==> src/rtl/excit_seq_ctrl_if.sv <==
// +----------------------------------------------------------------------+
// | excit_seq_ctrl_if: state/input bus to and excitations from the       |
// | combinational next-state block.                                      |
// | Rev 1.0                                                              |
// +----------------------------------------------------------------------+
`default_nettype none

interface excit_seq_ctrl_if;
  logic [2:0] exc_q;
  logic       exc_x;
  logic [2:0] exc_d;
  logic [2:0] exc_t;

  modport master (output exc_q, output exc_x, input exc_d, input exc_t);
  modport slave  (input exc_q, input exc_x, output exc_d, output exc_t);
endinterface

`default_nettype wire

==> src/rtl/excit_seq_ctrl.sv <==
// +----------------------------------------------------------------------+
// | excit_seq_ctrl: steps a 3-bit state machine through an external     |
// | excitation block, capturing D or T excitations per run.             |
// | Rev 1.0                                                              |
// +----------------------------------------------------------------------+
`default_nettype none

module excit_seq_ctrl #(
  parameter int CW         = 8,
  parameter int XW         = 16,
  parameter int SETTLE_CYC = 1
) (
  input  logic                  clk,
  input  logic                  rst_n,
  input  logic                  start,
  input  logic                  abort,
  input  logic                  mode_t,
  input  logic [2:0]            seed,
  input  logic [CW-1:0]         n_steps,
  input  logic [XW-1:0]         x_pat,
  excit_seq_ctrl_if.master      exc,
  output logic                  busy,
  output logic                  done,
  output logic [CW-1:0]         step_cnt,
  output logic                  loop_hit
);

  localparam int c_XIW = (XW > 1) ? $clog2(XW) : 1;
  localparam int c_SW  = (SETTLE_CYC > 1) ? $clog2(SETTLE_CYC) : 1;
  localparam logic [c_XIW-1:0] c_X_LAST = c_XIW'(XW - 1);
  localparam logic [c_SW-1:0]  c_S_LAST = c_SW'(SETTLE_CYC - 1);

  localparam logic [1:0] c_ST_IDLE   = 2'd0;
  localparam logic [1:0] c_ST_SETTLE = 2'd1;
  localparam logic [1:0] c_ST_APPLY  = 2'd2;
  localparam logic [1:0] c_ST_DONE   = 2'd3;

  logic [1:0]       r_state;
  logic [1:0]       w_state_nxt;
  logic [2:0]       r_q;
  logic [2:0]       r_seed;
  logic [CW-1:0]    r_n_steps;
  logic [CW-1:0]    r_step_cnt;
  logic             r_mode_t;
  logic [XW-1:0]    r_x_pat;
  logic [c_XIW-1:0] r_x_idx;
  logic [c_SW-1:0]  r_settle_cnt;
  logic             r_loop_hit;

  logic             w_settle_last;
  logic [CW-1:0]    w_step_inc;
  logic             w_last_step;
  logic             w_apply;
  logic [2:0]       w_q_nxt;

  assign w_settle_last = (r_settle_cnt == c_S_LAST);
  assign w_step_inc    = r_step_cnt + CW'(1);
  assign w_last_step   = (w_step_inc == r_n_steps);
  assign w_apply       = (r_state == c_ST_APPLY) && !abort;
  // Excitations are only looked at through this mux, gated by w_apply below.
  assign w_q_nxt       = r_mode_t ? (r_q ^ exc.exc_t) : exc.exc_d;

  always_ff @(posedge clk) begin
    if (!rst_n) begin
      r_state <= c_ST_IDLE;
    end else begin
      r_state <= w_state_nxt;
    end
  end

  always_comb begin
    w_state_nxt = r_state;
    case (r_state)
      c_ST_IDLE: begin
        if (start) begin
          w_state_nxt = (n_steps == '0) ? c_ST_DONE : c_ST_SETTLE;
        end
      end
      c_ST_SETTLE: begin
        if (abort) begin
          w_state_nxt = c_ST_IDLE;
        end else if (w_settle_last) begin
          w_state_nxt = c_ST_APPLY;
        end
      end
      c_ST_APPLY: begin
        if (abort) begin
          w_state_nxt = c_ST_IDLE;
        end else if (w_last_step) begin
          w_state_nxt = c_ST_DONE;
        end else begin
          w_state_nxt = c_ST_SETTLE;
        end
      end
      default: w_state_nxt = c_ST_IDLE;
    endcase
  end

  always_comb begin
    busy = 1'b0;
    done = 1'b0;
    case (r_state)
      c_ST_SETTLE: busy = 1'b1;
      c_ST_APPLY:  busy = 1'b1;
      c_ST_DONE:   done = 1'b1;
      default: ;
    endcase
  end

  always_ff @(posedge clk) begin
    if (!rst_n) begin
      r_q          <= '0;
      r_seed       <= '0;
      r_n_steps    <= '0;
      r_step_cnt   <= '0;
      r_mode_t     <= 1'b0;
      r_x_pat      <= '0;
      r_x_idx      <= '0;
      r_settle_cnt <= '0;
      r_loop_hit   <= 1'b0;
    end else if (r_state == c_ST_IDLE) begin
      if (start) begin
        r_seed       <= seed;
        r_n_steps    <= n_steps;
        r_mode_t     <= mode_t;
        r_x_pat      <= x_pat;
        r_q          <= seed;
        r_step_cnt   <= '0;
        r_loop_hit   <= 1'b0;
        r_settle_cnt <= '0;
        r_x_idx      <= '0;
      end
    end else if (r_state == c_ST_SETTLE) begin
      if (!abort && !w_settle_last) begin
        r_settle_cnt <= r_settle_cnt + c_SW'(1);
      end
    end else if (w_apply) begin
      r_q          <= w_q_nxt;
      r_step_cnt   <= w_step_inc;
      r_settle_cnt <= '0;
      // x index wraps at XW so no modulo hardware is needed.
      r_x_idx      <= (r_x_idx == c_X_LAST) ? '0 : r_x_idx + c_XIW'(1);
      if (w_q_nxt == r_seed) begin
        r_loop_hit <= 1'b1;
      end
    end
  end

  assign exc.exc_q = r_q;
  assign exc.exc_x = r_x_pat[r_x_idx];
  assign step_cnt  = r_step_cnt;
  assign loop_hit  = r_loop_hit;

endmodule

`default_nettype wire

==> src/flat_wrapper.sv <==
// flat-port wrapper written by rule: the top's interface ports become plain ports
module excit_seq_ctrl_flat 
#(
  parameter int CW         = 8,
  parameter int XW         = 16,
  parameter int SETTLE_CYC = 1
)
  (clk, rst_n, start, abort, mode_t, seed, n_steps, x_pat, busy, done, step_cnt, loop_hit, exc_exc_q, exc_exc_x, exc_exc_d, exc_exc_t);
  excit_seq_ctrl_if exc_i ();
  input  logic clk;
  input  logic rst_n;
  input  logic start;
  input  logic abort;
  input  logic mode_t;
  input  logic [2:0] seed;
  input  logic [CW-1:0] n_steps;
  input  logic [XW-1:0] x_pat;
  output logic busy;
  output logic done;
  output logic [CW-1:0] step_cnt;
  output logic loop_hit;
  output wire logic [$bits(exc_i.exc_q)-1:0] exc_exc_q;
  output wire logic [$bits(exc_i.exc_x)-1:0] exc_exc_x;
  input wire logic [$bits(exc_i.exc_d)-1:0] exc_exc_d;
  input wire logic [$bits(exc_i.exc_t)-1:0] exc_exc_t;
  assign exc_exc_q = exc_i.exc_q;
  assign exc_exc_x = exc_i.exc_x;
  assign exc_i.exc_d = exc_exc_d;
  assign exc_i.exc_t = exc_exc_t;
  excit_seq_ctrl #(.CW(CW), .XW(XW), .SETTLE_CYC(SETTLE_CYC)) u_core (.clk(clk), .rst_n(rst_n), .start(start), .abort(abort), .mode_t(mode_t), .seed(seed), .n_steps(n_steps), .x_pat(x_pat), .exc(exc_i), .busy(busy), .done(done), .step_cnt(step_cnt), .loop_hit(loop_hit));
endmodule
==> config.mk <==
export PLATFORM = sky130hd
export DESIGN_NAME = excit_seq_ctrl_flat
export DESIGN_NICKNAME = d
export VERILOG_FILES = /design/src/rtl/excit_seq_ctrl_if.sv /design/src/rtl/excit_seq_ctrl.sv /design/src/flat_wrapper.sv
export SDC_FILE = /design/constraint.sdc
export NUM_CORES = 1
export LEC_CHECK = 0
export CAP_MARGIN = 20
export CORE_MARGIN = 2
export CORE_UTILIZATION = 51
export CTS_CLUSTER_SIZE = 28
export DETAILED_ROUTE_END_ITERATION = 12
export HOLD_SLACK_MARGIN = 0.05
export PLACE_DENSITY = 0.85
export SETUP_SLACK_MARGIN = 0.02
export SLEW_MARGIN = 20
export SYNTH_ARGS = -nofsm -noshare
export SYNTH_HDL_FRONTEND = slang
export SYNTH_SLANG_ARGS = --single-unit
export TNS_END_PERCENT = 1
==> constraint.sdc <==
create_clock -name clk -period 2.1 [get_ports clk]
set_clock_uncertainty 0.15 [all_clocks]
set_input_delay 0.21 -clock clk [delete_from_list [all_inputs] [get_ports clk]]
set_output_delay 0.21 -clock clk [all_outputs]
set_load 0.1 [all_outputs]
======== Yosys cells after proc, flatten, opt, wreduce, memory -nomap -nowiden ========
Index checks and enable logic that the tools add are counted.
operators by class
  reductions and logical operators ........ 14
  order comparisons ....................... 1
  mux-type cells .......................... 34
  add/subtract/negate cells ............... 3
  equal/unequal tests ..................... 10
  bitwise operators ....................... 1
operator list
  cell                   number
  $mux W8                4
  $mux W4                5
  $mux W3                5
  $mux W1                12
  $mux W2                6
  $add A8 B1 Y8 const B  1
  $eq A8 B8 Y1           1
  $logic_not A8 Y1       1
  $pmux W2 S3            1
  $reduce_and A3 Y1      2
  $lt A4 B5 Y1 const B   1
  $add A4 B1 Y4 const B  1
  $bmux W1 S4            1
  $eq A2 B2 Y1 const B   2
  $eq A4 B4 Y1 const B   1
  $reduce_and A2 Y1      2
  $reduce_and A4 Y1      1
  $reduce_bool A2 Y1     2
  $eq A3 B3 Y1           1
  $ne A3 B2 Y1 const B   1
  $ne A3 B3 Y1 const B   1
  $reduce_bool A3 Y1     1
  $xor A3 B3 Y3          1
  $eq A2 B1 Y1 const B   1
  other kinds (7)        8
storage, ports and cells
  word-level logic and storage cells ...... 73
  output and inout port bits .............. 15
  register bits after elaboration ......... 47
  input port bits ......................... 38

======== Longest topological paths before layout ========
Gate-level depths: netlist of the first run.
  word-level depth ........................ 7
  depth in mapped cells ................... 9

======== Worst setup path before layout of the first run ========
No wires, ideal clock.
  kind .................................... register -> register
  from .................................... register u_core.r_step_cnt[0] (netlist: u_core.step_cnt[0])
  to ...................................... register u_core.r_state[1]
  cell stages (with the launch flop) ...... 6
  library setup time ...................... 0.084 ns
  buffers on the path ..................... 0
  setup slack ............................. -0.364 ns
  clock period less this slack ............ 2.464 ns
  arrival time ............................ 2.230 ns
  cell sequence ........................... dfxtp_1 > ha_1 > nand3_2 > a221oi_1 > o2111ai_1 > o31ai_2
on the way
  cells in the longest elaborated chain, start to end .. 5
RTL lines
  element                 line                   RTL
  from (decl)             excit_seq_ctrl.sv:43   logic [CW-1:0] r_step_cnt;
  from (signal assigned)  excit_seq_ctrl.sv:139  r_step_cnt <= w_step_inc;
  $add A8 B1 Y8           excit_seq_ctrl.sv:57   assign w_step_inc = r_step_cnt + CW'(1);
  $eq A8 B8 Y1            excit_seq_ctrl.sv:58   assign w_last_step = (w_step_inc == r_n_steps);
  $mux W2                 excit_seq_ctrl.sv:89   end else if (w_last_step) begin
  $mux W2                 excit_seq_ctrl.sv:87   if (abort) begin
  $pmux W2 S3             excit_seq_ctrl.sv:73   case (r_state)
  to (signal assigned)    excit_seq_ctrl.sv:65   r_state <= c_ST_IDLE;
  to (signal assigned)    excit_seq_ctrl.sv:67   r_state <= w_state_nxt;
  to (decl)               excit_seq_ctrl.sv:38   logic [1:0] r_state;
Every way passes these cells.
A chain may end at the register's enable or synchronous reset.

======== Worst setup path after layout of the first run ========
  from .................................... register u_core.r_x_idx[0]
  to ...................................... output exc_exc_x
on the way
  cells in the longest elaborated chain, start to end .. 2
RTL lines
  element                        line                   RTL
  from (decl)                    excit_seq_ctrl.sv:46   logic [c_XIW-1:0] r_x_idx;
  from (signal assigned)         excit_seq_ctrl.sv:142  r_x_idx <= (r_x_idx == c_X_LAST) ? '0 : r_x_idx + c_XIW'(1);
  $bmux W1 S4                    excit_seq_ctrl.sv:150  assign exc.exc_x = r_x_pat[r_x_idx];
  $mux W1 (implied by the code)  excit_seq_ctrl.sv:150
  to (decl)                      flat_wrapper.sv:23     output wire logic [$bits(exc_i.exc_x)-1:0] exc_exc_x;
Every way passes these cells. The select of a mux whose other input is x is not followed.

==> results of run 1 <==
sequential cells by signal, summed over array words and instances, names as in the netlist, 2 cells and up:
signal / count
u_core.r_x_idx: 4
u_core.r_n_steps: 8
u_core.r_state: 2
u_core.exc.exc_q: 3
u_core.step_cnt: 8
u_core.r_x_pat: 16
u_core.r_seed: 3
how the worst min path moves through the flow:
stage	start	to	cells after the start
floorplan	x_pat[10]	u_core.r_x_pat[10]	2
detailed placement	u_core.r_settle_cnt	u_core.r_settle_cnt	2
CTS	x_pat[8]	u_core.r_x_pat[8]	3
global placement	u_core.r_settle_cnt	u_core.r_settle_cnt	2
finish	x_pat[14]	u_core.r_x_pat[14]	3
global route	x_pat[10]	u_core.r_x_pat[10]	3
cell type report:
type	count	area (µm²)
flip-flops and latches	47	955.9
repair buffers	62	610.6
fillers	414	1523
inverters	2	7.507
clock buffers	5	68.82
clock inverters	1	7.507
well taps	67	83.83
multi-input cells	235	1498
cell families after synthesis:
logic type | count (synthesis) | share of synthesized area (%)
compound gates | 78 | 21.53
xor+xnor | 16 | 5.531
fa+ha+maj | 6 | 2.963
buf+inv | 22 | 3.852
flops | 47 | 37.14
mux | 5 | 4.445
simple gates | 130 | 24.54
metal layers:
layer	GRT usage, %	wire [µm]	up-vias
li1	-	-	1152
met1	30.46	2706	1092
met2	34.32	2646	76
met3	5.556	311	14
met4	7.937	138	0
met5	0	0	-
stage by stage:
step / cell area [µm²] / util (%) / hold WS (ns) / power (mW)
2_1_floorplan: 2542 / - / 0.1948 / 1.491
3_5_place_dp: 3124 / 65.71 / 0.2951 / 1.719
5_1_grt: 3232 / 67.97 / 0.3048 / 2.335
4_1_cts: 3212 / 67.55 / 0.3010 / 2.220
6_report: 3232 / 67.97 / 0.3066 / 2.218
3_3_place_gp: 3124 / 65.71 / 0.2857 / 1.699
critical path, cell delays in order (launching register included):
cell and delay (ns):
dfxtp_4 0.39, mux4_2 0.49, mux4_2 0.52, buf_12 0.19
layout by cell type (no fill, tap or decap), drive strengths merged, types with 7 or more instances in the layout:
cell / instances
nand2: 69
dfxtp: 47
clkdlybuf4s50: 37
a21boi: 33
buf: 25
nor2: 16
o21ai: 13
a21oi: 10
xor2: 9
nor2b: 8
xnor2: 7
where the power goes:
group / total, mW / switching (mW) / internal [mW]
clock: 0.504 / 0.282 / 0.221
sequential: 1.02 / 0.0634 / 0.956
combinational: 0.694 / 0.406 / 0.288
repair_timing:
action / in CTS / in global routing
resized for setup: 2 / 7
endpoints found under the setup margin: 1 / 12
buffers inserted: 1 / 0
==> impl_metrics.env, run 1 <==
export IMPL_outcome="complete, but fails checks"
export IMPL_violations="negative setup slack"
export IMPL_die_area_um2=5548
export IMPL_ir_worst_vdd_mv=0.4066
export IMPL_area_growth_pct=27.56
export IMPL_tightest_slew_ns=0.3917
export IMPL_reg2regPathDepth=6
export IMPL_die_w_um=74.49
export IMPL_fin_crit_sh_pct=106.8
export IMPL_setup_ws_ns=-0.1424
export IMPL_synthDistinctLibCells=47
export IMPL_path_max_fanout=5
export IMPL_track_usage_pct=22.27
export IMPL_critical_path_arrival_ns=1.88
export IMPL_placed_cells=412
export IMPL_synth_top_cell_area_share_pct=37.14
export IMPL_yosys_area_top_type="dfxtp_1"
export IMPL_cp_required_ns=1.74
export IMPL_fp_dieH_um=74.49
export IMPL_clk_latency_ns=0.29
export IMPL_ant_nets=0
export IMPL_worstSetupStartpoint="u_core.r_x_idx[0]"
export IMPL_crit_end="exc_exc_x"
export IMPL_via_count=2334
export IMPL_drv_slew=0
export IMPL_detail_route_vias_per_cell=5.570
export IMPL_tns_ns=-0.1424
export IMPL_core_um2=4755
export IMPL_period_minus_slack_ns=2.242
export IMPL_finalSetupViolCount=1
export IMPL_leakagePower_nw=1.269
export IMPL_synth_nets=348
export IMPL_synth_most_common_cell="nand2_1"
export IMPL_grt_start_max_net_pins=49
export IMPL_ys_warn_count=0
export IMPL_clock_path_buffers=2
export IMPL_instances_no_fill=419
export IMPL_cts_buffers=5
export IMPL_cts_tree="done"
export IMPL_wl_mm=5.803
export IMPL_synth_edf_count=0
export IMPL_start_kind="register"
export IMPL_drtPass1Iterations=4
export IMPL_ios=53
export IMPL_synthArstFlopShare_pct=0
export IMPL_grt_pass1_vias=2125
export IMPL_num_antenna_cells=0
export IMPL_path_class="reg2out"
export IMPL_grt_pass1_wl_mm=9.591
export IMPL_wire_per_inst_um=13.85
export IMPL_synthesis_area_um2=2534
export IMPL_port_buffers=52
export IMPL_endpoint_kind="output pin"
export IMPL_powerDensity_nw_per_um2=686.2
export IMPL_drive_above_1_share_pct=14.49
export IMPL_r2r_start="u_core.step_cnt[0]"
export IMPL_htree_levels=2
export IMPL_gp_congestion=0.9103
export IMPL_synth_common_cells="69 x nand2_1, 47 x dfxtp_1, 25 x a21boi_1"
export IMPL_ys_top_cells_by_area="dfxtp_1 37%, nand2_1 10%, a21boi_1 7.4%"
export IMPL_slew_headroom_pct=73.89
export IMPL_r2r_end="u_core.r_state[1]"
export IMPL_reg2reg_slack_ns=0.17
export IMPL_clock_sinks=47
export IMPL_antenna_found_initial=0
export IMPL_hold_violations=0
export IMPL_ys_seq_elements=47
export IMPL_rows=25
export IMPL_grt_overflow_total=0
export IMPL_ys_flop_type="dfxtp_1"
export IMPL_clkSlewWorstSetupHoldPaths_ns=0.08
export IMPL_hold_path_class="in2reg"
export IMPL_drcViolationCount=0
export IMPL_first_iter_violations=194
export IMPL_rsz0062_at_grt="yes"
export IMPL_holdBufCountCts=0
export IMPL_synth_seq_area_share_pct=37.14
export IMPL_fmax_ghz=0.4459
export IMPL_avgSynthCellArea_um2=8.334
export IMPL_start_util_pct=53.29
export IMPL_cts_root_buf="clkbuf_8"
export IMPL_nNetsFinal=397
export IMPL_pre_cts_slack_ns=0.01503
export IMPL_drv_cap=0
export IMPL_hpwl_mm=4.158
export IMPL_syn_inst=304
No activity file was read; power rests on OpenSTA's default activity.
==> run 2: changes to the inputs <==
--- a/config.mk
+++ b/config.mk
@@ -7,11 +7,14 @@
 export LEC_CHECK = 0
 export CAP_MARGIN = 20
 export CORE_MARGIN = 2
-export CORE_UTILIZATION = 51
+export CORE_UTILIZATION = 66
+export CTS_BUF_LIST = sky130_fd_sc_hd__clkbuf_2 sky130_fd_sc_hd__clkbuf_4 sky130_fd_sc_hd__clkbuf_8
+export CTS_CLUSTER_DIAMETER = 120
 export CTS_CLUSTER_SIZE = 28
 export DETAILED_ROUTE_END_ITERATION = 12
+export DONT_BUFFER_PORTS = 1
 export HOLD_SLACK_MARGIN = 0.05
-export PLACE_DENSITY = 0.85
+export PLACE_DENSITY = 0.87
 export SETUP_SLACK_MARGIN = 0.02
 export SLEW_MARGIN = 20
 export SYNTH_ARGS = -nofsm -noshare
==> run 2 against run 1 <==
- the flow still finishes with violations (negative setup slack)
- first-iteration DRC count grew 5.7%
- hold slack lost 0.25 ns
- via count grew 0.56%
- final cell count shrank 6.9%
- die area shrank 22%
- core utilization grew 16 points
- clock power grew 1%
- combinational power shrank 4.3%
- design area shrank 4.3%
- routed wire length grew 11%
- sequential share of layout area grew 1.3 points
==> impl_metrics.env, run 2 (synthesis gave the netlist of run 1 again) <==
export IMPL_hold_path_class="in2reg"
export IMPL_wl_mm=6.414
export IMPL_cp_slowest_cell="mux4_2"
export IMPL_fp_dieH_um=65.96
export IMPL_critical_path_arrival_ns=1.93
export IMPL_die_area_um2=4351
export IMPL_slew_headroom_pct=74.32
export IMPL_instances_no_fill=390
export IMPL_endpoint_kind="output pin"
export IMPL_hold_violations=0
export IMPL_grt_pass1_vias=2328
export IMPL_drcViolationCount=0
export IMPL_crit_buf_inv=1
export IMPL_detail_route_vias_per_cell=6.018
export IMPL_start_kind="register"
export IMPL_drv_cap=0
export IMPL_largest_register_ffs=16
export IMPL_cts_root_buf="clkbuf_8"
export IMPL_htree_levels=2
export IMPL_grt_overflow_total=0
export IMPL_clkSlewWorstSetupHoldPaths_ns=0.08
export IMPL_path_max_fanout=5
export IMPL_cp_cell_sequence="mux4_2 > mux4_2 > buf_12"
export IMPL_path_class="reg2out"
export IMPL_whs_ns=0.05325
export IMPL_wire_per_inst_um=16.45
export IMPL_r2r_end="u_core.step_cnt[7]"
export IMPL_clk_latency_ns=0.30
export IMPL_num_antenna_cells=0
export IMPL_ios=53
export IMPL_path_delay_family="multiplexers"
export IMPL_hold_path_depth=3
export IMPL_via_count=2347
export IMPL_clock_sinks=47
export IMPL_cpPeakStageDelay_ns=0.52
export IMPL_ir_worst_vdd_mv=0.6372
export IMPL_core_um2=3689
export IMPL_n_fill_cell=221
export IMPL_track_usage_pct=31.35
export IMPL_hold_path_startpoint="start"
export IMPL_final_cell_mix="69 x nand2_1, 38 x dfxtp_1, 29 x dlygate4sd3_1"
export IMPL_fmax_ghz=0.4364
export IMPL_largest_register="u_core.r_x_pat"
export IMPL_final_common_cell="nand2_1"
export IMPL_powerDensity_nw_per_um2=707.4
export IMPL_ant_nets=0
export IMPL_drv_slew=0
export IMPL_violations="negative setup slack"
export IMPL_area_growth_pct=22.12
export IMPL_die_w_um=65.96
export IMPL_reg2regPathDepth=6
export IMPL_first_iter_violations=205
export IMPL_setup_ws_ns=-0.1914
export IMPL_rows=22
export IMPL_nNetsFinal=387
export IMPL_gp_congestion=0.8728
export IMPL_final_area_um2=3094
export IMPL_hpwl_mm=3.954
export IMPL_cts_buffers=5
export IMPL_period_minus_slack_ns=2.291
export IMPL_holdPathEnd="u_core.r_settle_cnt"
export IMPL_cp_required_ns=1.74
export IMPL_drtPass1Iterations=5
export IMPL_port_buffers=0
export IMPL_cts_tree="done"
export IMPL_rsz0062_at_grt="yes"
export IMPL_tns_ns=-0.1914
export IMPL_grt_start_max_net_pins=49
export IMPL_placed_cells=354
export IMPL_leakagePower_nw=1.236
export IMPL_finalSetupViolCount=1
export IMPL_start_util_pct=68.69
export IMPL_clock_path_buffers=2
export IMPL_reg2reg_slack_ns=0.11
export IMPL_total_power_mw=2.189
export IMPL_drive_above_1_share_pct=13.74
export IMPL_r2r_start="u_core.r_state[1]"
export IMPL_placed_area_um2=2703
export IMPL_grt_pass1_wl_mm=10.41
export IMPL_cpMostUsedCell="mux4_2"
export IMPL_pre_cts_slack_ns=0.01129
export IMPL_outcome="complete, but fails checks"
export IMPL_utilization_pct=83.89
export IMPL_tightest_slew_ns=0.3812
export IMPL_fin_crit_sh_pct=109.1
export IMPL_antenna_found_initial=0
run 2: changes by cell type in the layout (fill, tap and decap cells not counted):
cell             change
buf_4                +1
buf_6                -2
buf_8                -1
clkdlybuf4s50_1     -37
dfxtp_1              +1
dfxtp_2              -1
dlygate4sd3_1       +29
ha_1                 +1
ha_2                 -1
run 2: worst min-delay path, stage by stage:
cell and delay, ns:
nand2_1 0.10, nand3_1 0.11, nor2_1 0.04
run 2: worst max-delay path by stage:
stage                                 start   endpoint  slack [ns]  cells past startpoint
final                     u_core.r_x_idx[0]  exc_exc_x       -0.19                      3
after global routing      u_core.r_x_idx[0]  exc_exc_x       -0.22                      3
after CTS                 u_core.r_x_idx[0]  exc_exc_x       -0.17                      3
after detailed placement  u_core.r_x_idx[0]  exc_exc_x        0.01                      3
after global placement    u_core.r_x_idx[0]  exc_exc_x        0.07                      3
after floorplan           u_core.r_x_idx[0]  exc_exc_x      -0.006                      3
run 2: power breakdown:
| part | switching [mW] | total [mW] | leakage, nW | internal, mW |
|---|---|---|---|---|
| Clock | 0.289 | 0.510 | 0.0361 | 0.221 |
| Sequential | 0.0586 | 1.01 | 0.389 | 0.956 |
| Combinational | 0.421 | 0.664 | 0.812 | 0.243 |
run 2: what timing repair did:
| action | CTS | global route |
|---|---|---|
| resized for setup | 2 | 1 |
| endpoints found under the setup margin | 1 | 3 |
| endpoints found under the hold margin | 47 | 0 |
| setup buffers | 0 | 0 |
| hold buffers | 30 | 0 |
run 2: cell type report:
cell class	count	area, µm²	area share [%]
multi-input cells	235	1495	48.32
flip-flops and latches	47	954.7	30.85
repair buffers	52	500.5	16.17
clock buffers	5	68.82	2.224
well taps	48	60.06	1.941
clock inverters	1	7.507	0.2426
inverters	2	7.507	0.2426
run 2: metal layers:
layer  track usage (%)  wire length [µm]  vias to the layer above
li1                  -                 -                     1132
met1             38.12              2681                     1099
met2             54.55              3147                      102
met3             6.303               475                       14
met4             11.73               109                        0
met5                 0                 0                        -
==> run 3: changes to the inputs <==
--- a/config.mk
+++ b/config.mk
@@ -5,6 +5,7 @@
 export SDC_FILE = /design/constraint.sdc
 export NUM_CORES = 1
 export LEC_CHECK = 0
+export ABC_AREA = 0
 export CAP_MARGIN = 20
 export CORE_MARGIN = 2
 export CORE_UTILIZATION = 66
==> constraint.sdc (replaced) <==
create_clock -name clk -period 2.45 [get_ports clk]
set_clock_uncertainty 0.15 [all_clocks]
set_input_delay 0.245 -clock clk [delete_from_list [all_inputs] [get_ports clk]]
set_output_delay 0.245 -clock clk [all_outputs]
set_load 0.1 [all_outputs]
==> run 3 against run 2 <==
- the run now ends clean
- die area stayed put
- critical path depth is 1 lower
- highest routed layer unchanged
- global-route usage is 1.3 points higher
==> impl_metrics.env, run 3 (synthesis gave the netlist of run 1 again) <==
export IMPL_clkSlewWorstSetupHoldPaths_ns=0.08
export IMPL_detail_route_vias_per_cell=6.128
export IMPL_tightest_slew_ns=0.5165
export IMPL_top_usage_layer="met2"
export IMPL_hold_path_class="in2reg"
export IMPL_ios=53
export IMPL_nNetsFinal=387
export IMPL_grt_start_max_net_pins=48
export IMPL_final_cell_mix="69 x nand2_1, 44 x dfxtp_1, 29 x dlygate4sd3_1"
export IMPL_worstSetupStartpoint="u_core.r_x_idx[0]"
export IMPL_period_minus_slack_ns=2.422
export IMPL_cp_required_ns=2.06
export IMPL_wire_per_inst_um=17.91
export IMPL_clk_latency_ns=0.30
export IMPL_n_fill_cell=226
export IMPL_grt_pass1_vias=2421
export IMPL_cts_root_buf="clkbuf_8"
export IMPL_multi_input_area_um2=1495
export IMPL_finalSetupViolCount=0
export IMPL_clock_sinks=47
export IMPL_placed_cells=352
export IMPL_setup_ws_ns=0.02796
export IMPL_r2r_start="u_core.r_state[0]"
export IMPL_die_area_um2=4351
export IMPL_largest_register_ffs=16
export IMPL_powerDensity_nw_per_um2=646.9
export IMPL_drv_cap=0
export IMPL_fp_dieH_um=65.96
export IMPL_track_usage_pct=32.61
export IMPL_die_w_um=65.96
export IMPL_path_max_fanout=6
export IMPL_final_common_cell="nand2_1"
export IMPL_largest_register="u_core.r_x_pat"
export IMPL_leakagePower_nw=1.249
export IMPL_slew_headroom_pct=65.64
export IMPL_drive_above_1_share_pct=12.24
export IMPL_ir_worst_vdd_mv=0.6790
export IMPL_drcViolationCount=0
export IMPL_fin_crit_sh_pct=98.86
export IMPL_cts_buffers=5
export IMPL_endpoint_kind="output pin"
export IMPL_pre_cts_slack_ns=0.1886
export IMPL_instances_no_fill=391
export IMPL_grt_overflow_total=0
export IMPL_clock_path_buffers=2
export IMPL_globalRouteMet2Util_pct=54.92
export IMPL_wl_mm=7.002
export IMPL_num_antenna_cells=0
export IMPL_outcome="finished, final reports clean"
export IMPL_via_count=2396
export IMPL_fmax_ghz=0.4129
export IMPL_grt_pass1_wl_mm=10.91
export IMPL_start_util_pct=68.69
export IMPL_hpwl_mm=4.058
export IMPL_core_um2=3689
export IMPL_start_kind="register"
export IMPL_ant_nets=0
export IMPL_met3_usage_pct=9.710
export IMPL_gp_congestion=0.8230
export IMPL_hold_path_startpoint="seed[2]"
export IMPL_area_sequential_um2=947.2
export IMPL_hold_violations=0
export IMPL_port_buffers=0
export IMPL_area_growth_pct=22.52
export IMPL_critical_path_arrival_ns=2.03
export IMPL_path_class="reg2out"
export IMPL_cts_tree="done"
export IMPL_use_met1_pct=39.54
export IMPL_first_iter_violations=206
export IMPL_antenna_found_initial=0
export IMPL_drtPass1Iterations=4
export IMPL_rsz0062_at_grt="yes"
export IMPL_rows=22
export IMPL_htree_levels=2
export IMPL_drv_slew=0
-- run 3: metrics by stage --
| step | cell area, µm² | utilization (%) | hold slack (ns) | power [mW] | TNS (ns) |
|---|---|---|---|---|---|
| 3_5_place_dp | 2669 | 72.35 | 0.2237 | 1.384 | 0 |
| 5_1_grt | 3104 | 84.16 | 0.06967 | 2.094 | -0.02304 |
| 4_1_cts | 3089 | 83.75 | 0.05593 | 1.982 | 0 |
| 2_1_floorplan | 2536 | - | 0.2298 | 1.278 | 0 |
| 6_report | 3104 | 84.16 | 0.06329 | 2.008 | 0 |
| 3_3_place_gp | 2669 | 72.35 | 0.2214 | 1.365 | 0 |
-- run 3: report_power, final --
group,leakage [nW],switching [mW],internal (mW),total [mW]
registers,0.386,0.0534,0.819,0.873
logic,0.808,0.365,0.207,0.572
clock network,0.0547,0.253,0.310,0.563
total,1.25,0.672,1.34,2.01
-- run 3: critical path, stage by stage, from the launching register on --
cell	delay (ns)
dfxtp_4	0.42
mux4_2	0.55
mux4_2	0.76
-- run 3: what timing repair did --
item,in CTS,in global routing
setup buffers,0,2
hold buffers,30,0
setup endpoints to repair,1,1
gates resized for setup,2,0
hold endpoints to repair,47,0
-- run 3: metal layers --
layer,share of wire [%],vias to the layer above
li1,-,1135
met5,0,-
met1,40,1141
met2,51,104
met4,2.2,0
met3,6.8,16
-- run 3: final cells by class --
class / instances / area share [%]
clock buffers: 6 / 2.459
repair buffers: 52 / 15.72
well taps: 48 / 1.935
clock inverters: 1 / 0.9674
flip-flops and latches: 47 / 30.51
multi-input cells: 235 / 48.17
inverters: 2 / 0.2418
-- run 3: worst paths after layout --
| path | endpoint | cells after the start | slack, ns |
|---|---|---|---|
| setup / recovery | exc_exc_x | 2 | 0.03 |
| hold / removal | u_core.exc.exc_q[2] | 3 | 0.06 |
| setup reg to reg | u_core.r_x_pat[13] | 7 | 0.38 |
| hold reg to reg | u_core.r_settle_cnt | 2 | 0.30 |
